===== config.mk =====
export PLATFORM = sky130hd
export DESIGN_NAME = circuit
export DESIGN_NICKNAME = d
export VERILOG_FILES = /design/src/rtl/circuit.sv
export SDC_FILE = /design/constraint.sdc
export NUM_CORES = 1
export LEC_CHECK = 0
export ABC_CLOCK_PERIOD_IN_PS = 1400
export CAP_MARGIN = 25
export CORE_AREA = 10 10 47 49
export CTS_BUF_LIST = sky130_fd_sc_hd__clkbuf_4 sky130_fd_sc_hd__clkbuf_8
export DETAILED_ROUTE_END_ITERATION = 10
export DIE_AREA = 0 0 57 59
export SETUP_SLACK_MARGIN = 0.3
export SLEW_MARGIN = 20
export SYNTH_ARGS = -nofsm -noshare
export SYNTH_HDL_FRONTEND = slang
export SYNTH_SLANG_ARGS = --single-unit
export TNS_END_PERCENT = 30

===== constraint.sdc =====
create_clock -name clk -period 1.4 [get_ports clk]
set_input_delay 0.28 -clock clk [delete_from_list [all_inputs] [get_ports clk]]
set_output_delay 0.28 -clock clk [all_outputs]
set_load 0.05 [all_outputs]

===== src/rtl/circuit.sv =====
// Moore detector for the serial pattern 1101 (oldest bit first), overlaps allowed.
// z is decoded purely from the registered state, so there is no path from w to z.
module circuit (
  input  logic clk,
  input  logic rst,
  input  logic w,
  output logic z
);

  typedef enum logic [2:0] {
    S0 = 3'b000,
    S1 = 3'b001,
    S2 = 3'b010,
    S3 = 3'b011,
    S4 = 3'b100
  } state_t;

  state_t state_q, state_d;

  // Reset is active-low and asynchronous: any partial match is discarded at once.
  always_ff @(posedge clk or negedge rst) begin
    if (!rst) begin
      state_q <= S0;
    end else begin
      state_q <= state_d;
    end
  end

  // Each state is the longest prefix of 1101 matched so far. Unused encodings return to S0.
  always_comb begin
    state_d = S0;
    unique case (state_q)
      S0:      state_d = w ? S1 : S0;
      S1:      state_d = w ? S2 : S0;
      S2:      state_d = w ? S2 : S3;
      S3:      state_d = w ? S4 : S0;
      S4:      state_d = w ? S2 : S0;
      default: state_d = S0;
    endcase
  end

  always_comb begin
    z = 1'b0;
    if (state_q == S4) begin
      z = 1'b1;
    end
  end

endmodule


==> out/qor.csv, run 1 <==
metric,value,unit
largest_reg_flops,3,
critical_path_class,reg2out,
powerDensity,1830,nW/um^2
antenna_left,0,
gp_congestion,0.643,
rsz0062_at_grt,true,
grt_max_degree,6,
start_kind,flip-flop,
internal-power,350,uW
synth_cells,11,
synth_area_leaders,"dfrtp_1 (51%), nor3b_1 (10%), and4bb_1 (8.5%)",
r2r_setup_slack,0.16,ns
swShare,29.8,%
r2r_start,state_q[0],
reg2regPathDepth,3,
synth_area_leader_cell,dfrtp_1,
relSlewSlack,87.3,%
drt_iter0_markers,3,
core_area,1400,sq um
yosysTopAreaCellShare,51.3,%
path_clk_slew,0.04,ns
die-area,3360,sq um
synth_seq_cells,3,
design_area,273,sq um
reg.largest.list,state_q x3,
setup_slack,0.0779,ns
ir_drop,0.364,mV
clock_skew,0.00234,ns
startpoint,state_q[0],
finalCritPeriodShare,94.4,%
fp.dieW,57,um
period_needed,1.32,ns
place_area,218,sq um
rows,14,
grt_pass1_vias,176,
nets,25,
max_freq,756,MHz
required,1.12,ns
drive_above_1_share,61.9,%
critPathMaxFanout,2,
routed_wl,419,um
vias,139,
diodes,0,
dp_slack,-0.0768,ns
cts_sinks,3,
syn-cell-area,146,sq um
seq_area,77.6,sq um
setup_violations,0,
initial_utilization,10.4,%
drt-pass1-iter-count,4,
ios,4,
cp-endpoint,z,
pwr-share-comb,35.5,%
numPortBuffers,3,
maxCapViolations,0,
clockPowerShare,34.6,%
cts-root-buf,clkbuf_4,
seq_area_frac_synth,51.3,%
r2r-end,state_q[1],
synthesis.nets,14,
cp-end-kind,output port,
seqPwrFrac,30.0,%
clock_latency,0.23,ns
multiInputGateArea,82.6,sq um
grt_pass1_wl,669,um
outcome,completed,
worst_pin_slew,0.189,ns
via_per_inst,3.76,
synth_cell_types,8,
cts_max_level,1,
gr-usage-all-layers,2.93,%
avgSynthCellArea,13.3,sq um
arrival,1.04,ns
holdCritPathClass,in2async,
finalHoldViolations,0,
regMostFlops,state_q,
avgRoutedWirePerCell,11.3,um
leakagePower,0.116,nW
die_y,59,um
syn_to_final_growth,86.3,%
cts_made_buffers,3,
switchingPower,149,uW
grt_overflow,0,
fillCellCount,156,
clockBufferDepth,2,
antenna_found_initial,0,
cts_tree,built,
drc,0,
final_max_slew_viol_count,0,
ys_warn_count,0,
==> area by class of cell <==
| class | instances | share of cell area [%] |
|---|---|---|
| Sequential cell | 3 | 28.4 |
| Clock buffer | 4 | 11.0 |
| Tap cell | 16 | 7.34 |
| Multi-Input combinational cell | 8 | 30.3 |
| Timing Repair Buffer | 6 | 22.9 |
==> what timing repair did <==
action | 4_1_cts | 5_1_grt
pin swaps | 1 | 1
hold buffers | 0 | 0
setup buffers | 3 | 0
setup endpoints to repair | 2 | 2
resized for setup | 2 | 0
==> worst max-delay path: stages, from the launching register on <==
cell	delay, ns
dfrtp_2	0.41
nor3b_4	0.23
buf_12	0.16
==> cell usage after synthesis, drive strengths merged <==
master,instances
and4b,1
and4bb,2
dfrtp,3
nor3,1
nor3b,2
or3,1
xnor2,1
==> power by group through the flow <==
stage / combinational (mW) / sequential, mW / clock (mW)
2_1_floorplan: 0.0724 / 0.160 / 0
3_3_place_gp: 0.0944 / 0.163 / 0
3_5_place_dp: 0.102 / 0.175 / 0
4_1_cts: 0.175 / 0.149 / 0.182
5_1_grt: 0.189 / 0.152 / 0.183
6_report: 0.177 / 0.150 / 0.173
==> metrics by stage <==
stage	utilization, %	hold WS, ns	TNS, ns	std cells	total power [mW]
final	19.5	0.233	0	37	0.499
after CTS	19.5	0.218	0	37	0.506
after floorplan	-	-0.0156	0	11	0.232
after global placement	15.5	0.466	-0.00637	30	0.258
after detailed placement	15.5	0.471	-0.0768	30	0.277
after global routing	19.5	0.241	0	37	0.524
==> routing by layer <==
layer	vias up	wire, um	track usage, %
met4	0	18	4.03
met2	8	199	4.81
met3	4	43	2.15
met1	65	158	1.77
met5	-	0	0
li1	62	-	-
==> kinds of logic (layout without fill, tap and decap cells) <==
family / after synthesis / in the layout / share of synthesized area (%)
simple gates: 7 / 7 / 42.7
flops: 3 / 3 / 51.3
xor+xnor: 1 / 1 / 5.98
buf+inv: 0 / 10 / 0
==> layout by cell type (no fill, tap or decap) <==
cell type and instances:
xnor2_1 1, nor3_1 1, clkdlybuf4s50_1 2, and4bb_2 1, dfrtp_1 1, nor3b_1 1
and4bb_1 1, buf_12 1, nor3b_4 1, clkbuf_4 4, and4b_2 1, buf_4 3
or3_1 1, dfrtp_2 2
==> worst min path at each step <==
stage / startpoint / to / cells after the start
floorplan: rst / state_q[0] / 0
global placement: rst / state_q[1] / 1
detailed placement: rst / state_q[1] / 1
CTS: rst / state_q[1] / 1
global route: rst / state_q[2] / 1
finish: rst / state_q[0] / 1
Power figures use the tool's default switching activity.
==> inputs of run 2 (changes only) <==
--- a/config.mk
+++ b/config.mk
@@ -7,10 +7,10 @@
 export LEC_CHECK = 0
 export ABC_CLOCK_PERIOD_IN_PS = 1400
 export CAP_MARGIN = 25
-export CORE_AREA = 10 10 47 49
+export CORE_AREA = 2 2 39 41
 export CTS_BUF_LIST = sky130_fd_sc_hd__clkbuf_4 sky130_fd_sc_hd__clkbuf_8
 export DETAILED_ROUTE_END_ITERATION = 10
-export DIE_AREA = 0 0 57 59
+export DIE_AREA = 0 0 41 43
 export SETUP_SLACK_MARGIN = 0.3
 export SLEW_MARGIN = 20
 export SYNTH_ARGS = -nofsm -noshare
==> run 2 against run 1 <==
Net effect: core utilization is 0.25 points higher; die area is 48% lower; final cell count stayed put; first-iteration DRC count stayed put; count of clock-buffer cells in the layout stayed put; setup slack better by 0.0094 ns; flip-flop and latch count stayed put; sequential power hardly changed; critical endpoint unchanged; via count is 3.6% lower.
==> out/qor.csv, run 2 (synthesized netlist as in run 1, its figures left out) <==
metric,value,unit
avgRoutedWirePerCell,9.35,um
cts_hold_buf,0,
core_area,1380,sq um
rsz0062_at_grt,true,
numPortBuffers,3,
cts-root-buf,clkbuf_4,
finalCritPeriodShare,93.8,%
drc,0,
setup_violations,0,
syn_to_final_growth,86.3,%
grt_overflow,0,
final_max_slew_viol_count,0,
via_per_inst,3.62,
fin_hold_ws,0.234,ns
drt_iter0_markers,3,
reg2regPathDepth,3,
cp_num_buf_inv,1,
die_y,43,um
drive_above_1_share,61.9,%
tns,0,ns
r2r_setup_slack,0.20,ns
cts_tree,built,
start_kind,flip-flop,
ios,4,
gp_congestion,0.614,
finalHoldViolations,0,
grt_pass1_vias,152,
clock_latency,0.23,ns
critPathSlowestCell,dfrtp_2,
cts_max_level,1,
cts_sinks,3,
diodes,0,
die-area,1760,sq um
finalPower,491,uW
routed_wl,346,um
period_needed,1.31,ns
final_common_cell,clkbuf_4,
required,1.12,ns
grt_pass1_wl,558,um
path_delay_family,flip-flops,
relSlewSlack,87.7,%
leakagePower,0.116,nW
antenna_found_initial,0,
max_freq,762,MHz
nets,25,
layout_common_cells,"clkbuf_4 (4), buf_4 (3), clkdlybuf4s50_1 (2), dfrtp_2 (2)",
powerDensity,1800,nW/um^2
numPlacedInstances,30,
critical-path-max-stage-delay,0.41,ns
vias,134,
maxCapViolations,0,
initial_utilization,10.6,%
critical_path_class,reg2out,
ir_drop,0.368,mV
setup_slack,0.0873,ns
regMostFlops,state_q,
cp-end-kind,output port,
rows,14,
fp.dieW,41,um
cts_made_buffers,3,
fillCellCount,152,
path_clk_slew,0.04,ns
clock_skew,0.000321,ns
grt_max_degree,6,
clockBufferDepth,2,
holdCritPathClass,in2async,
drt-pass1-iter-count,4,
outcome,completed,
finalNonFillerCells,37,
arrival,1.03,ns
worst_pin_slew,0.184,ns
path_cells,nor3b_4 -> buf_12,
gr-usage-all-layers,5.23,%
critPathMaxFanout,2,
cp.depth,2,
dp_slack,-0.0402,ns
reg.largest.list,state_q x3,
antenna_left,0,
largest_reg_flops,3,
==> run 2: area by class of cell <==
| cell class | count | area, sq um | share of cell area, % |
|---|---|---|---|
| multi-input combinational | 8 | 82.6 | 30.3 |
| sequential | 3 | 77.6 | 28.4 |
| timing repair buffer | 6 | 62.6 | 22.9 |
| clock buffer | 4 | 30.0 | 11.0 |
| tap | 16 | 20.0 | 7.34 |
==> run 2: power breakdown <==
part / internal, mW / leakage, nW / total, mW / switching, mW
combinational: 0.101 / 0.0613 / 0.170 / 0.0682
sequential: 0.122 / 0.0366 / 0.149 / 0.0268
clock: 0.126 / 0.0184 / 0.172 / 0.0460
total: 0.350 / 0.116 / 0.491 / 0.141
==> run 2: worst paths after layout <==
path                               to        from
max                                 z  state_q[0]
min                        state_q[2]         rst
max reg2reg                state_q[1]  state_q[0]
min reg2reg                state_q[0]  state_q[2]
max in group asynchronous  state_q[0]         rst
min in group clk           state_q[0]  state_q[2]
==> run 2: per-stage QoR <==
step / cell area (sq um) / util, %
2_1_floorplan: 158 / -
3_3_place_gp: 218 / 15.7
3_5_place_dp: 218 / 15.7
4_1_cts: 273 / 19.7
5_1_grt: 273 / 19.7
6_report: 273 / 19.7
==> run 2: worst reg2reg max path, stage by stage, from the launching register on <==
cell,delay [ns]
dfrtp_2,0.41
buf_4,0.15
and4bb_1,0.17
or3_1,0.34
==> run 2: what timing repair did <==
item                                    in CTS  in global routing
gates cloned                                 0                  0
pin swaps                                    1                  1
resized for setup                            2                  0
setup buffers                                3                  0
endpoints found under the setup margin       2                  2
==> run 2: per-layer routing <==
layer  share of wire [%]  track usage, %  wire [um]
met1                  42            5.18        147
met2                  50            6.56        172
met3                 7.5            3.14         26
met4                   0            6.00          0
met5                   0               0          0
==> inputs of run 3 (changes only) <==
--- a/config.mk
+++ b/config.mk
@@ -11,7 +11,7 @@
 export CTS_BUF_LIST = sky130_fd_sc_hd__clkbuf_4 sky130_fd_sc_hd__clkbuf_8
 export DETAILED_ROUTE_END_ITERATION = 10
 export DIE_AREA = 0 0 41 43
-export SETUP_SLACK_MARGIN = 0.3
+export GPL_TIMING_DRIVEN = 0
 export SLEW_MARGIN = 20
 export SYNTH_ARGS = -nofsm -noshare
 export SYNTH_HDL_FRONTEND = slang
==> run 3 against run 2 <==
Net effect: clock skew grew 0.00053 ns; critical path type unchanged; core utilization shrank 2.2 points; sequential power grew 11%; largest cell class is now flip-flops and latches; highest routed layer is now met4; critical endpoint unchanged.
==> out/qor.csv, run 3 (synthesized netlist as in run 1, its figures left out) <==
metric,value,unit
outcome,completed,
relSlewSlack,84.6,%
numPlacedInstances,30,
antenna_found_initial,0,
initial_utilization,10.6,%
reg.largest.list,state_q x3,
gr-usage-all-layers,6.75,%
numPortBuffers,3,
vias,126,
drt-pass1-iter-count,1,
maxCapViolations,0,
cts_max_level,1,
grt_pass1_wl,683,um
cts_hold_buf,0,
finalHoldViolations,0,
via_per_inst,3.60,
place_area,201,sq um
setup_slack,0.0549,ns
layout_common_cells,"clkbuf_4 (4), clkdlybuf4s50_1 (2), dfrtp_2 (2)",
max_freq,743,MHz
rows,14,
grt_pass1_vias,150,
final_common_cell,clkbuf_4,
tns,0,ns
setup_violations,0,
grt_max_degree,7,
finalPower,445,uW
routed_wl,346,um
clockBufferDepth,2,
critical-path-max-stage-delay,0.43,ns
fp.dieW,41,um
cp-end-kind,output port,
grt_overflow,0,
powerDensity,1830,nW/um^2
ir_drop,0.286,mV
leakagePower,0.103,nW
path_cells,nor3b_2 -> buf_6,
clock_skew,0.000855,ns
design_area,243,sq um
drive_above_1_share,57.9,%
start_kind,flip-flop,
clock_latency,0.23,ns
critPathMaxFanout,5,
final_max_slew_viol_count,0,
die_y,43,um
holdCritPathClass,in2async,
cts_sinks,3,
rsz0062_at_grt,false,
required,1.12,ns
critPathSlowestCell,dfrtp_2,
antenna_left,0,
die-area,1760,sq um
arrival,1.07,ns
ios,4,
finalNonFillerCells,35,
gp_congestion,0.591,
r2r_setup_slack,0.21,ns
period_needed,1.35,ns
path_clk_slew,0.04,ns
dp_slack,-0.330,ns
path_delay_family,flip-flops,
cts_tree,built,
finalCritPeriodShare,96.1,%
cp_num_buf_inv,1,
avgRoutedWirePerCell,9.89,um
core_area,1380,sq um
syn_to_final_growth,65.8,%
largest_reg_flops,3,
drt_iter0_markers,0,
nets,23,
critical_path_class,reg2out,
diodes,0,
worst_pin_slew,0.230,ns
cts_made_buffers,3,
drc,0,
regMostFlops,state_q,
cts-root-buf,clkbuf_4,
-- run 3: cell count changes in the layout (fill, tap and decap cells not counted) --
cell     before  now
buf_6         0    1
buf_4         3    1
buf_12        1    0
nor3b_2       0    1
nor3b_4       1    0
-- run 3: final cells by class --
cell class	instances	area [sq um]
clock buffer	4	30.0
fill	156	1140
multi-input combinational	8	76.3
sequential	3	77.6
tap	16	20.0
timing repair buffer	4	38.8
-- run 3: report_power, final --
part | switching (mW) | internal, mW
sequential | 0.0434 | 0.122
combinational | 0.0395 | 0.0718
clock | 0.0423 | 0.126
-- run 3: stage by stage --
step,util [%],hold slack (ns)
4_1_cts,16.5,0.228
2_1_floorplan,-,-0.0156
3_3_place_gp,14.6,0.466
6_report,17.5,0.234
3_5_place_dp,14.6,0.475
5_1_grt,17.5,0.228
-- run 3: what timing repair did --
action	in CTS	in global routing
buffers inserted	0	1
pin swaps	0	1
gates resized for setup	6	3
endpoints found under the setup margin	1	1
-- run 3: per-layer routing --
| metal | global-route usage, % | part of all wire (%) | up-vias |
|---|---|---|---|
| met2 | 8.44 | 50 | 4 |
| met4 | 6.00 | 1.7 | 0 |
| met5 | 0 | 0 | - |
| met3 | 6.81 | 12 | 2 |
| li1 | - | - | 59 |
| met1 | 5.84 | 37 | 61 |
-- run 3: path summary, 6_finish.rpt --
path | startpoint | to | cells past startpoint
max in group asynchronous | rst | state_q[0] | 1
hold reg to reg | state_q[0] | state_q[0] | 1
hold / removal | rst | state_q[2] | 1
setup / recovery | state_q[1] | z | 2
setup reg to reg | state_q[1] | state_q[1] | 3
min in group clk | state_q[0] | state_q[0] | 1
